===== src/rtl/fir_display_ctrl.sv =====
`default_nettype none
// +--------------------------------------------------------------------------+
// | fir_display_ctrl: holds a captured FIR sample (or window peak) on HEX1/0 |
// | Revision: 1.0                                                            |
// +--------------------------------------------------------------------------+
module fir_display_ctrl #(
  parameter int DATA_W         = 16,
  parameter int HOLD_CYCLES    = 50_000_000,
  parameter bit SEG_ACTIVE_LOW = 1'b1
) (
  input  logic              clk,
  input  logic              rst,
  input  logic              enable,
  input  logic [DATA_W-1:0] data_in,
  input  logic              data_valid,
  input  logic              peak_mode,
  input  logic              byte_sel,
  output logic [6:0]        hex0,
  output logic [6:0]        hex1,
  output logic              ledg
);

  localparam int              CNT_W      = $clog2(HOLD_CYCLES + 1);
  localparam logic [CNT_W-1:0] c_LOAD    = CNT_W'(HOLD_CYCLES - 1);
  localparam logic [6:0]      c_SEG_ZERO = SEG_ACTIVE_LOW ? 7'h40 : 7'h3F;

  typedef enum logic [0:0] {
    ST_IDLE = 1'b0,
    ST_HOLD = 1'b1
  } state_t;

  state_t              state_q, state_d;
  logic [DATA_W-1:0]   disp_d, disp_q;
  logic [DATA_W-1:0]   win_max_d, win_max_q;
  logic [CNT_W-1:0]    hold_cnt_d, hold_cnt_q;
  logic                ledg_d, ledg_q;
  logic [6:0]          hex0_d, hex0_q, hex1_d, hex1_q;
  logic [7:0]          w_byte;

  function automatic logic [6:0] seg(input logic [3:0] n);
    logic [6:0] c;
    case (n)
      4'h0:    c = 7'h40;
      4'h1:    c = 7'h79;
      4'h2:    c = 7'h24;
      4'h3:    c = 7'h30;
      4'h4:    c = 7'h19;
      4'h5:    c = 7'h12;
      4'h6:    c = 7'h02;
      4'h7:    c = 7'h78;
      4'h8:    c = 7'h00;
      4'h9:    c = 7'h10;
      4'hA:    c = 7'h08;
      4'hB:    c = 7'h03;
      4'hC:    c = 7'h46;
      4'hD:    c = 7'h21;
      4'hE:    c = 7'h06;
      default: c = 7'h0E;
    endcase
    return SEG_ACTIVE_LOW ? c : ~c;
  endfunction

  always_comb begin
    state_d    = state_q;
    disp_d     = disp_q;
    win_max_d  = win_max_q;
    hold_cnt_d = hold_cnt_q;
    if (enable) begin
      case (state_q)
        ST_IDLE: begin
          if (data_valid) begin
            disp_d     = data_in;
            win_max_d  = data_in;
            hold_cnt_d = c_LOAD;
            state_d    = ST_HOLD;
          end
        end
        default: begin
          if (hold_cnt_q != '0) begin
            hold_cnt_d = hold_cnt_q - CNT_W'(1);
            if (peak_mode && data_valid && ($signed(data_in) > $signed(win_max_q)))
              win_max_d = data_in;
          end else begin
            // Terminal cycle: any valid sample here is deliberately discarded.
            if (peak_mode)
              disp_d = win_max_q;
            state_d = ST_IDLE;
          end
        end
      endcase
    end
    ledg_d = enable ? (state_d == ST_HOLD) : ledg_q;
  end

  // The hex path tracks disp_q every cycle, independent of enable.
  assign w_byte = byte_sel ? disp_q[15:8] : disp_q[7:0];
  assign hex1_d = seg(w_byte[7:4]);
  assign hex0_d = seg(w_byte[3:0]);

  always_ff @(posedge clk) begin
    if (rst) begin
      state_q    <= ST_IDLE;
      disp_q     <= '0;
      win_max_q  <= '0;
      hold_cnt_q <= '0;
      ledg_q     <= 1'b0;
      hex0_q     <= c_SEG_ZERO;
      hex1_q     <= c_SEG_ZERO;
    end else begin
      state_q    <= state_d;
      disp_q     <= disp_d;
      win_max_q  <= win_max_d;
      hold_cnt_q <= hold_cnt_d;
      ledg_q     <= ledg_d;
      hex0_q     <= hex0_d;
      hex1_q     <= hex1_d;
    end
  end

  assign hex0 = hex0_q;
  assign hex1 = hex1_q;
  assign ledg = ledg_q;

endmodule
`default_nettype wire


===== config.mk =====
export PLATFORM = sky130hd
export DESIGN_NAME = fir_display_ctrl
export DESIGN_NICKNAME = d
export VERILOG_FILES = /design/src/rtl/fir_display_ctrl.sv
export SDC_FILE = /design/constraint.sdc
export NUM_CORES = 1
export LEC_CHECK = 0
export CORE_ASPECT_RATIO = 1.4
export CORE_UTILIZATION = 45
export CTS_CLUSTER_DIAMETER = 60
export DETAILED_ROUTE_END_ITERATION = 16
export GPL_ROUTABILITY_DRIVEN = 0
export SYNTH_ARGS = -nofsm -noshare
export SYNTH_HDL_FRONTEND = slang
export SYNTH_SLANG_ARGS = --single-unit
export TNS_END_PERCENT = 30

===== constraint.sdc =====
create_clock -name clk -period 3.6 [get_ports clk]
set_input_delay 1.08 -clock clk [delete_from_list [all_inputs] [get_ports clk]]
set_output_delay 1.08 -clock clk [all_outputs]
set_load 0.02 [all_outputs]

# [Yosys cells after proc, flatten, opt, wreduce, memory -nomap -nowiden]
# Memories as Yosys holds them, arrays and structs flattened. A register that Yosys moved wholly into a read port is not among the register bits.
# Cells that the tools add are included.
[classes] n_bitwise=0 n_eq_ne=4 n_mux=15 n_lt_le_gt_ge=1 add_sub_neg=1 n_reduce_logical=7 shift=0 div_mod_pow=0 n_mul=0
[op_table] cell="$mux W16" count=7
[op_table] cell="$mux W26" count=3
[op_table] cell="$reduce_bool A26 Y1" count=1
[op_table] cell="$sub A26 B1 Y26 const B" count=1
[op_table] cell="$gt A16 B16 Y1" count=1
[op_table] cell="$mux W8" count=1
[op_table] cell="$reduce_and A4 Y1" count=2
[op_table] cell="$mux W1" count=4
[op_table] cell="$ne A2 B1 Y1 const B" count=2
[op_table] cell="$ne A2 B2 Y1 const B" count=2
[op_table] cell="$reduce_and A3 Y1" count=1
[op_table] cell="$logic_and A1 B1 Y1" count=2
[op_table] cell="$reduce_bool A2 Y1" count=1
[totals] ramBits=0 mem_bits_ro=224 wordCells=35 latchBits=0 output_inout_bits=15 mem_count=2 reg_bits=60
[memory_table] name="(name not given)" depth=16 word_bits=7 rd=1 rd_ports_with_merged_regs=1 wr=0 line="42" source="case (n)"
[memory_table] name="(name not given)" depth=16 word_bits=7 rd=1 rd_ports_with_merged_regs=1 wr=0 line="42"

# [Longest topological paths before layout]
# Gate-level depths: netlist of the first run.
[logic_depth] word_depth=5 ltp_mapped=10 depth_no_buf=8

# [Worst setup path after synthesis of the first run]
# No wires, ideal clock.
[synth_path] path_type="input-to-reg" start="input port data_in[1]" end="register win_max_q[10]" path_stages=8 path_slack_ns=0.470 t_required_ns=3.528 setup_time_ns=0.072 arrival_time_ns=3.058 path_cell_list="ha_1 > nor2b_1 > o211ai_1 > a211oi_2 > o221a_2 > a2111oi_4 > buf_8 > mux2i_1"
[synth_between] elab_chain_cells=4
[synth_lines] item="from (decl)" line="14" source="input logic [DATA_W-1:0] data_in,"
[synth_lines] item="$gt A16 B16 Y1" line="81" source="if (peak_mode && data_valid && ($signed(data_in) > $signed(win_max_q)))"
[synth_lines] item="$logic_and A1 B1 Y1" line="81"
[synth_lines] item="$ne A2 B1 Y1 (no line)"
[synth_lines] item="$reduce_and A4 Y1 (no line)"
[synth_lines] item="to (signal assigned)" line="112" source="win_max_q <= win_max_d;"
[synth_lines] item="to (decl)" line="34" source="logic [DATA_W-1:0] win_max_d, win_max_q;"
# Every way passes these cells.
# A chain may end at the register's enable or synchronous reset.

# [Worst setup path in the final report of the first run]
[layout_path] start="input port data_in[11]" end="register win_max_q[14]"
# Same word-level chain as after synthesis.

==> results.md, run 1 <==
- Outcome: finished, final reports clean
- # DRC: 0
- Ys flop type: dfxtp_1
- Skew final: 0.00505 ns
- Final hold violations: 0
- Max-slew violations: 0
- Clock buffer depth: 2
- Post-synth EDFFs: 0
- Yosys warnings: 0
- Worst EP arrival: 3.44 ns
- Reg2Reg Setup Slack: 1.19 ns
- Worst skew pair latency: 0.34 ns
- Initial DRC Count: 126
- Comb pwr share: 0.206
- Leakage power: 1.83 nW
- Rel. slew slack: 0.543
- Fraction of registers with async set/reset: 0
- Internal: 0.00167 W
- Largest cells by area after synthesis: dfxtp_1 (36%), mux2i_1 (9.5%), ha_1 (8.9%), nand2b_1 (5.4%), nor2_1 (4.6%)
- Worst VDD drop: 0.308 mV
- Layout cells sized above 1: 0.0818
- Post-synthesis mux area share: 0.109
- H-tree Lvls: 3
- Largest area contributor in the netlist: dfxtp_1
- Adder-cell area share of the yosys netlist: 0.0887
- First-pass GRT wire length: 14.7 mm
- Final min period: 3.18 ns
- Setup-failing EPs final: 0
- CP max-delay cell: clkdlybuf4s50_1
- Drt pass-1 iters: 6
- R2r endpoint: disp_q[15]
- Power Dens Cells: 472 nW/um^2
- Syn_area_per_cell: 8.91 um^2
- Final setup margin: 0.420 ns
- CP Buf/Inv Count: 2
- CP delay by family, top: buffers and inverters
- Drt wl/cell: 14.6 um
- Worst-Margin Slew: 0.678 ns
- Vias per cell: 5.41
- Crit path max fanout: 12
- Cells after Synth: 459
- Hold_buf cts: 0
- Initial antenna violation count: 0
- Vias in the first global route: 3185
- Largest family of logic cells by synthesized area: simple AND/OR/NAND/NOR gates
- CTS clk-pin slew, worst paths: 0.05 ns
- Net Sw Frac: 0.276
- Number of clock sinks: 74
- Critical path capture point type: flip-flop
- CTS tree: done
- Post-synthesis compound-gate area fraction: 0.142
- All-layer global routing usage: 0.207
- Clk Tree Root Cell: clkbuf_16
- Final TNS setup: 0 ns
- Largest net degree at the start of global routing: 55
- Antenna-violating nets left: 0
- Overall power: 0.00231 W
- Initial Util: 0.470
- Max-Cap Viols: 0
- Post-synthesis register bit count: 74
- Cell Chain, Critical Path: clkdlybuf4s50_1 -> ha_1 -> nand3_2 -> or3_4 -> a211oi_2 -> nor4bb_1 -> a2111oi_4 -> buf_12 -> mux2i_1
- Register area share after synthesis: 0.362
- Final net count: 547
- CTS buffer count: 9
- Crit path launch: data_in[11]
- Hold path startpoint: win_max_q[8]
- Hold depth: 2
- Distinct cells, synth: 52
- Hold endpoint: win_max_q[8]
- Inserted Diodes: 0
- Routed vias: 3281
- Final hold slack: 0.484 ns
- Synthesized cell area: 4090 um^2
- Grt total ovfl: 0
- Layout area overhead: 19.5%
- RR Startpoint: hold_cnt_q[0]
- Fin crit share: 0.883
- Critical path class: input pin to flip-flop
- PostCTS Resize Cnt: 0
- Pre-CTS WS: 0.0578 ns
- Hpwl dp: 6.46 mm
- Sw Pwr: 0.000636 W
- # rows: 40
- Die span in y: 115 um
- RSZ-0062 raised after global routing: no
- Die area: 9480 um^2
- Flop pwr share: 0.404
- Simple-Gate Fraction of Synth Area: 0.205
- # Post-CTS Setup Buffers: 0
- Xor/xnor share of the synthesized area: 0.0450
- Die W: 82.6 um
- Port Buffers: 36
- Required @ worst endpoint: 3.86 ns
- IO Pins: 37
- Yosys top cell area share: 0.362
- Worst Setup Start Kind: input pin
- Post-synth net total: 510
- Clk network pwr share: 0.390
- Max frequency: 0.314 GHz
- Core area: 8710 um^2
- Critical path depth in cells: 9
- Post-Route Utilization: 0.561
- CP max stage delay: 0.45 ns
- Hold Path Class: flip-flop to flip-flop
- Worst-case reg-to-reg path depth: 9
- Drt total wl: 8.84 mm
## how the worst max path moves through the flow
| stage | slack [ns] | endpoint |
|---|---|---|
| 5_1_grt | 0.24 | win_max_q[7] |
| 3_5_place_dp | 0.06 | win_max_q[12] |
| 3_3_place_gp | 0.13 | win_max_q[11] |
| 6_report | 0.42 | win_max_q[14] |
| 4_1_cts | 0.41 | win_max_q[14] |
| 2_1_floorplan | 0.47 | win_max_q[10] |
## flip-flops by register name (all words and copies together) (netlist names)
name and count:
disp_q 16, hex0 7, hex1 7, hold_cnt_q 26, ledg 1, state_q 1
win_max_q 16
## worst min-delay path, stage by stage (launching register included)
cell      delay, ns
dfxtp_1        0.32
nand2b_1       0.06
mux2i_1        0.05
## layout by cell type (no fill, tap or decap), types with 8 or more instances in the layout
master           instances
nand2b_1                35
mux2i_1                 39
a211oi_1                19
nor4_1                   8
nor3_1                   9
xor2_1                  12
clkbuf_16                9
inv_1                   25
clkdlybuf4s50_1         35
nand2_1                 21
xnor2_1                  9
dfxtp_1                 74
nand3_1                 10
ha_1                    29
o21ai_0                  9
nor2_1                  50
buf_4                   10
a21oi_1                 32
## final cells by class
type / count / area (um^2)
Clock buffer: 14 / 264
Clock inverter: 2 / 35.0
Fill cell: 853 / 3820
Inverter: 25 / 93.8
Multi-Input combinational cell: 338 / 2410
Sequential cell: 74 / 1480
Tap cell: 105 / 131
Timing Repair Buffer: 48 / 470
## metrics by stage
step                cells  instance area [um^2]
floorplan             459                  4090
global placement      590                  4590
detailed placement    590                  4590
CTS                   606                  4890
global route          606                  4890
finish                606                  4890
## cell usage after synthesis (all sizes together) (8+ instances only)
cell / number
nand2b: 35
a211oi: 20
clkbuf: 12
a21oi: 33
mux2i: 39
xor2: 12
dfxtp: 74
nor3: 11
ha: 29
nor4: 8
nand2: 21
o21ai: 9
buf: 10
nand3: 11
nor2: 50
xnor2: 9
inv: 25
## layer usage
metal  vias up  wire length [um]  global-route usage
met5         -                 0                   0
met4         0               244               0.100
met3        14               246              0.0381
met2        47              4370               0.345
met1      1513              3990               0.251
li1       1707                 -                   -
## power groups by stage
| stage | Clock (W) | Combinational (W) | Sequential (W) |
|---|---|---|---|
| after floorplan | 0 | 0.000312 | 0.000958 |
| after global placement | 0 | 0.000468 | 0.000947 |
| after detailed placement | 0 | 0.000473 | 0.000950 |
| after CTS | 0.000917 | 0.000476 | 0.000933 |
| after global routing | 0.000959 | 0.000529 | 0.000941 |
| final | 0.000899 | 0.000474 | 0.000932 |
## cells by family after synthesis
kind of cell | count (synthesis)
AOI/OAI and AO/OA | 86
adders and majority gates | 29
and+or+nand+nor | 158
muxes | 44
buffers and inverters | 47
DFF | 74
xor gates and xnor gates | 21
No activity file was read; power rests on OpenSTA's default activity.
==> run 2, diff against run 1 <==
--- a/config.mk
+++ b/config.mk
@@ -5,11 +5,15 @@
 export SDC_FILE = /design/constraint.sdc
 export NUM_CORES = 1
 export LEC_CHECK = 0
+export CELL_PAD_IN_SITES_DETAIL_PLACEMENT = 0
+export CELL_PAD_IN_SITES_GLOBAL_PLACEMENT = 1
 export CORE_ASPECT_RATIO = 1.4
-export CORE_UTILIZATION = 45
+export CORE_UTILIZATION = 44
 export CTS_CLUSTER_DIAMETER = 60
+export CTS_CLUSTER_SIZE = 30
 export DETAILED_ROUTE_END_ITERATION = 16
 export GPL_ROUTABILITY_DRIVEN = 0
+export PLACE_DENSITY_LB_ADDON = 0.1
 export SYNTH_ARGS = -nofsm -noshare
 export SYNTH_HDL_FRONTEND = slang
 export SYNTH_SLANG_ARGS = --single-unit
==> run 2 against run 1 <==
Compared with the run above: register-to-register slack lost 0.03 ns; via count is 0.37% lower; non-clock buffer count is 2 higher; sequential share of layout area fell by 0.15 points; clock power increased by 6.8%; critical path type unchanged; largest power group is now clock; highest routed layer unchanged.
==> results.md, run 2 (synthesis gave the netlist of run 1 again) <==
- Port Buffers: 36 (unchanged)
- Rel. slew slack: 0.582 (was 0.543)
- Clk network pwr share: 0.406 (was 0.390)
- Hold_buf cts: 0 (unchanged)
- PostCTS Resize Cnt: 0 (unchanged)
- # Post-CTS Setup Buffers: 0 (unchanged)
- Top flop regs: hold_cnt_q: 26 flops, disp_q: 16 flops, win_max_q: 16 flops (unchanged)
- Post-Layout Inst Area: 4910 um^2 (was 4890 um^2)
- Initial Util: 0.453 (was 0.470)
- Die span in y: 116 um (was 115 um)
- Vias in the first global route: 3127 (was 3185)
- Final min period: 3.27 ns (was 3.18 ns)
- Hpwl dp: 6.55 mm (was 6.46 mm)
- RR Startpoint: win_max_q[12] (was hold_cnt_q[0])
- Final setup margin: 0.333 ns (was 0.420 ns)
- Max-Cap Viols: 0 (unchanged)
- Sw Pwr: 0.000648 W (was 0.000636 W)
- Final hold slack: 0.488 ns (was 0.484 ns)
- DP Cell Count: 594 (was 590)
- Comb pwr share: 0.199 (was 0.206)
- Final hold violations: 0 (unchanged)
- CTS clk-pin slew, worst paths: 0.06 ns (was 0.05 ns)
- Flop pwr share: 0.395 (was 0.404)
- Clk Tree Root Cell: clkbuf_16 (unchanged)
- First-pass GRT wire length: 15.1 mm (was 14.7 mm)
- All-layer global routing usage: 0.198 (was 0.207)
- Layout area overhead: 20.1% (was 19.5%)
- Worst Setup Start Kind: input pin (unchanged)
- Hold depth: 2 (unchanged)
- IO Pins: 37 (unchanged)
- Vias per cell: 5.36 (was 5.41)
- Inserted Diodes: 0 (unchanged)
- Hold Path Class: flip-flop to flip-flop (unchanged)
- Layout cells sized above 1: 0.0915 (was 0.0818)
- Initial DRC Count: 151 (was 126)
- CTS tree: done (unchanged)
- Core area: 9030 um^2 (was 8710 um^2)
- Setup-failing EPs final: 0 (unchanged)
- Worst-Margin Slew: 0.610 ns (was 0.678 ns)
- Max frequency: 0.306 GHz (was 0.314 GHz)
- Clock buffer depth: 2 (unchanged)
- # rows: 41 (was 40)
- Outcome: finished, final reports clean (unchanged)
- Drt wl/cell: 14.5 um (was 14.6 um)
- Worst-case reg-to-reg path depth: 9 (unchanged)
- Routed vias: 3269 (was 3281)
- Die area: 9690 um^2 (was 9480 um^2)
- Initial antenna violation count: 0 (unchanged)
- Crit path max fanout: 4 (was 12)
- Largest net degree at the start of global routing: 40 (was 55)
- Worst skew pair latency: 0.33 ns (was 0.34 ns)
- Commonest non-fill, non-tap cells in the layout: dfxtp_1 (74), nor2_1 (50), mux2i_1 (39), nand2b_1 (35), clkdlybuf4s50_1 (35) (unchanged)
- Skew final: 0.00648 ns (was 0.00505 ns)
- RSZ-0062 raised after global routing: no (unchanged)
- Hold endpoint: win_max_q[6] (was win_max_q[8])
- H-tree Lvls: 3 (unchanged)
- Antenna-violating nets left: 0 (unchanged)
- Power Dens Cells: 481 nW/um^2 (was 472 nW/um^2)
- Drt total wl: 8.83 mm (was 8.84 mm)
- Pre-CTS WS: 0.0155 ns (was 0.0578 ns)
- CTS buffer count: 9 (unchanged)
- Final TNS setup: 0 ns (unchanged)
- R2r endpoint: win_max_q[1] (was disp_q[15])
- Drt pass-1 iters: 4 (was 6)
- Fin crit share: 0.907 (was 0.883)
- Worst VDD drop: 0.298 mV (was 0.308 mV)
- Grt total ovfl: 0 (unchanged)
- Reg2Reg Setup Slack: 1.16 ns (was 1.19 ns)
- Commonest non-fill, non-tap cell in the layout: dfxtp_1 (unchanged)
- Critical path capture point type: flip-flop (unchanged)
- Fill cells: 848 (was 853)
- Die W: 83.5 um (was 82.6 um)
- Max-slew violations: 0 (unchanged)
- Leakage power: 1.85 nW (was 1.83 nW)
- Number of clock sinks: 74 (unchanged)
- # DRC: 0 (unchanged)
- Hold path startpoint: win_max_q[6] (was win_max_q[8])
- Most flops, register: hold_cnt_q (unchanged)
- Layout Cells excl Fill: 610 (was 606)
- Net Sw Frac: 0.274 (was 0.276)
- Required @ worst endpoint: 3.82 ns (was 3.86 ns)
- Internal: 0.00172 W (was 0.00167 W)
- Largest register FFs: 26 (unchanged)
- Critical path class: input pin to flip-flop (unchanged)
- Worst EP arrival: 3.48 ns (was 3.44 ns)
- Final net count: 549 (was 547)
- DP Area: 4590 um^2 (about the same)
==> run 2: worst max path at each step <==
stage | startpoint | slack [ns] | to
floorplan | data_in[1] | 0.47 | win_max_q[10]
global placement | data_in[12] | 0.15 | win_max_q[11]
detailed placement | data_in[12] | 0.02 | win_max_q[1]
CTS | data_in[12] | 0.37 | win_max_q[1]
global route | data_in[12] | 0.20 | win_max_q[13]
finish | data_in[12] | 0.33 | win_max_q[1]
==> run 2: power by group through the flow <==
stage                     registers, W  clock network, W  logic (W)
after detailed placement      0.000952                 0   0.000472
after global routing          0.000943           0.00102   0.000529
final                         0.000933          0.000960   0.000470
after floorplan               0.000958                 0   0.000312
after global placement        0.000949                 0   0.000469
after CTS                     0.000934          0.000979   0.000474
==> run 2: final cells by class <==
class	count	area, um^2	share of cell area
clock buffer	10	239	0.0486
clock inverter	6	80.1	0.0163
inverter	25	93.8	0.0191
multi-input combinational	338	2410	0.491
sequential	74	1480	0.302
tap	107	134	0.0272
timing repair buffer	50	473	0.0963
==> run 2: stage by stage <==
| stage | total power [W] | utilization |
|---|---|---|
| global placement | 0.00142 | 0.509 |
| floorplan | 0.00127 | - |
| detailed placement | 0.00142 | 0.509 |
| global route | 0.00249 | 0.544 |
| finish | 0.00236 | 0.544 |
| CTS | 0.00239 | 0.544 |
==> run 2: worst max-delay path, cell delays in order <==
cell and delay [ns]:
clkdlybuf4s50_1 0.45, ha_1 0.34, nand3_2 0.12, or3_4 0.40, o311ai_0 0.42, o221a_2 0.29
a2111oi_4 0.07, buf_4 0.19, mux2i_1 0.12
==> run 2: metal layers <==
metal,global-route usage,vias to the layer above,share of wire
li1,-,1698,-
met1,0.231,1508,0.45
met2,0.357,52,0.50
met3,0.0399,11,0.030
met4,0.0768,0,0.017
met5,0,-,0
==> run 3, diff against run 2 <==
--- a/config.mk
+++ b/config.mk
@@ -14,6 +14,7 @@
 export DETAILED_ROUTE_END_ITERATION = 16
 export GPL_ROUTABILITY_DRIVEN = 0
 export PLACE_DENSITY_LB_ADDON = 0.1
+export REMOVE_ABC_BUFFERS = 1
 export SYNTH_ARGS = -nofsm -noshare
 export SYNTH_HDL_FRONTEND = slang
 export SYNTH_SLANG_ARGS = --single-unit
==> run 3 against run 2 <==
Compared with the run above: die area unchanged; highest routed layer unchanged; non-clock buffer count is 1 lower; routed wire length increased by 0.82%.
==> results.md, run 3 (synthesis gave the netlist of run 1 again) <==
- Drt wl/cell: 14.6 um (was 14.5 um)
- Worst Setup Start Kind: input pin (unchanged)
- Most flops, register: hold_cnt_q (unchanged)
- Hold_buf cts: 0 (unchanged)
- # DRC: 0 (unchanged)
- First-pass GRT wire length: 15.3 mm (was 15.1 mm)
- CTS tree: done (unchanged)
- Die W: 83.5 um (unchanged)
- Skew final: 0.00691 ns (was 0.00648 ns)
- Final TNS setup: 0 ns (unchanged)
- Critical path capture point type: flip-flop (unchanged)
- Die span in y: 116 um (unchanged)
- Layout cells sized above 1: 0.0857 (was 0.0915)
- Max-slew violations: 0 (unchanged)
- Hpwl dp: 6.46 mm (was 6.55 mm)
- H-tree Lvls: 3 (unchanged)
- Antenna-violating nets left: 0 (unchanged)
- Port Buffers: 36 (unchanged)
- Setup-failing EPs final: 0 (unchanged)
- Grt total ovfl: 0 (unchanged)
- Hold Path Class: flip-flop to flip-flop (unchanged)
- Initial DRC Count: 131 (was 151)
- Layout area overhead: 19.9% (was 20.1%)
- Critical path class: input pin to flip-flop (unchanged)
- Worst-Margin Slew: 0.608 ns (was 0.610 ns)
- IO Pins: 37 (unchanged)
- Outcome: finished, final reports clean (unchanged)
- All-layer global routing usage: 0.199 (was 0.198)
- Die area: 9690 um^2 (unchanged)
- Fin crit share: 0.890 (was 0.907)
- Core area: 9030 um^2 (unchanged)
- Inserted Diodes: 0 (unchanged)
- Largest register FFs: 26 (unchanged)
- Final hold violations: 0 (unchanged)
- Final net count: 548 (was 549)
- Initial Util: 0.453 (unchanged)
- # Post-CTS Setup Buffers: 0 (unchanged)
- Max-Cap Viols: 0 (unchanged)
- Worst EP arrival: 3.42 ns (was 3.48 ns)
- Commonest non-fill, non-tap cells in the layout: dfxtp_1 (74), nor2_1 (50), mux2i_1 (39), nand2b_1 (35), clkdlybuf4s50_1 (35) (unchanged)
- CTS clk-pin slew, worst paths: 0.05 ns (was 0.06 ns)
- Worst VDD drop: 0.297 mV (was 0.298 mV)
- Clock buffer depth: 2 (unchanged)
- Initial antenna violation count: 0 (unchanged)
- Drt total wl: 8.90 mm (was 8.83 mm)
- Largest net degree at the start of global routing: 55 (was 40)
- Max frequency: 0.312 GHz (was 0.306 GHz)
- Vias per cell: 5.51 (was 5.36)
- Leakage power: 1.84 nW (was 1.85 nW)
- Clk Tree Root Cell: clkbuf_16 (unchanged)
- Final min period: 3.20 ns (was 3.27 ns)
- Power Dens Cells: 478 nW/um^2 (was 481 nW/um^2)
- Overall power: 0.00234 W (was 0.00236 W)
- # rows: 41 (unchanged)
- Required @ worst endpoint: 3.81 ns (was 3.82 ns)
- PostCTS Resize Cnt: 0 (unchanged)
- RSZ-0062 raised after global routing: no (unchanged)
- Vias in the first global route: 3233 (was 3127)
- Crit path max fanout: 8 (was 4)
- Number of clock sinks: 74 (unchanged)
- Drt pass-1 iters: 4 (unchanged)
- Commonest non-fill, non-tap cell in the layout: dfxtp_1 (unchanged)
- Worst skew pair latency: 0.33 ns (about the same)
- Rel. slew slack: 0.590 (was 0.582)
- Routed vias: 3356 (was 3269)
- Top flop regs: hold_cnt_q: 26 flops, disp_q: 16 flops, win_max_q: 16 flops (unchanged)
- CTS buffer count: 9 (unchanged)
==> run 3: worst max-delay path, cell delays in order <==
cell	delay [ns]
clkdlybuf4s50_1	0.47
ha_1	0.34
nand3_2	0.10
or3_4	0.39
o311ai_0	0.37
o221a_2	0.27
a2111oi_4	0.05
buf_4	0.21
mux2i_1	0.13
==> run 3: final timing paths <==
path	startpoint	to	slack, ns	cells after the start
worst min-delay path	win_max_q[11]	win_max_q[11]	0.49	2
worst max-delay path	data_in[11]	win_max_q[0]	0.40	9
worst max register to register	hold_cnt_q[0]	disp_q[4]	1.17	9
worst min register to register	win_max_q[11]	win_max_q[11]	0.49	2
==> run 3: per-stage QoR <==
| stage | instances | cell area, um^2 | setup slack (ns) | hold WS [ns] | utilization |
|---|---|---|---|---|---|
| 2_1_floorplan | 437 | 3990 | 0.230 | 0.455 | - |
| 3_3_place_gp | 593 | 4590 | 0.0851 | 0.473 | 0.508 |
| 3_5_place_dp | 593 | 4590 | 0.0407 | 0.482 | 0.508 |
| 4_1_cts | 609 | 4900 | 0.389 | 0.493 | 0.543 |
| 5_1_grt | 609 | 4900 | 0.204 | 0.510 | 0.543 |
| 6_report | 609 | 4900 | 0.395 | 0.488 | 0.543 |
==> run 3: per-layer routing <==
metal  up-vias  part of all wire  track usage
met5         -                 0            0
met1      1600              0.43        0.228
met2        44              0.54        0.367
met4         0             0.011       0.0768
met3         7             0.026       0.0377
li1       1705                 -            -
==> run 3: where the power goes <==
group          internal, W  total, W  switching (W)
Combinational     0.000209  0.000472       0.000263
Sequential        0.000886  0.000932      0.0000467
Clock             0.000613  0.000941       0.000328
Total              0.00171   0.00234       0.000638
==> run 3: area by class of cell <==
| type | count | area (um^2) |
|---|---|---|
| multi-input cells | 338 | 2410 |
| repair buffers | 49 | 465 |
| clock buffers | 15 | 288 |
| fillers | 894 | 4120 |
| inverters | 25 | 93.8 |
| clock inverters | 1 | 30.0 |
| well taps | 107 | 134 |
| flip-flops and latches | 74 | 1480 |
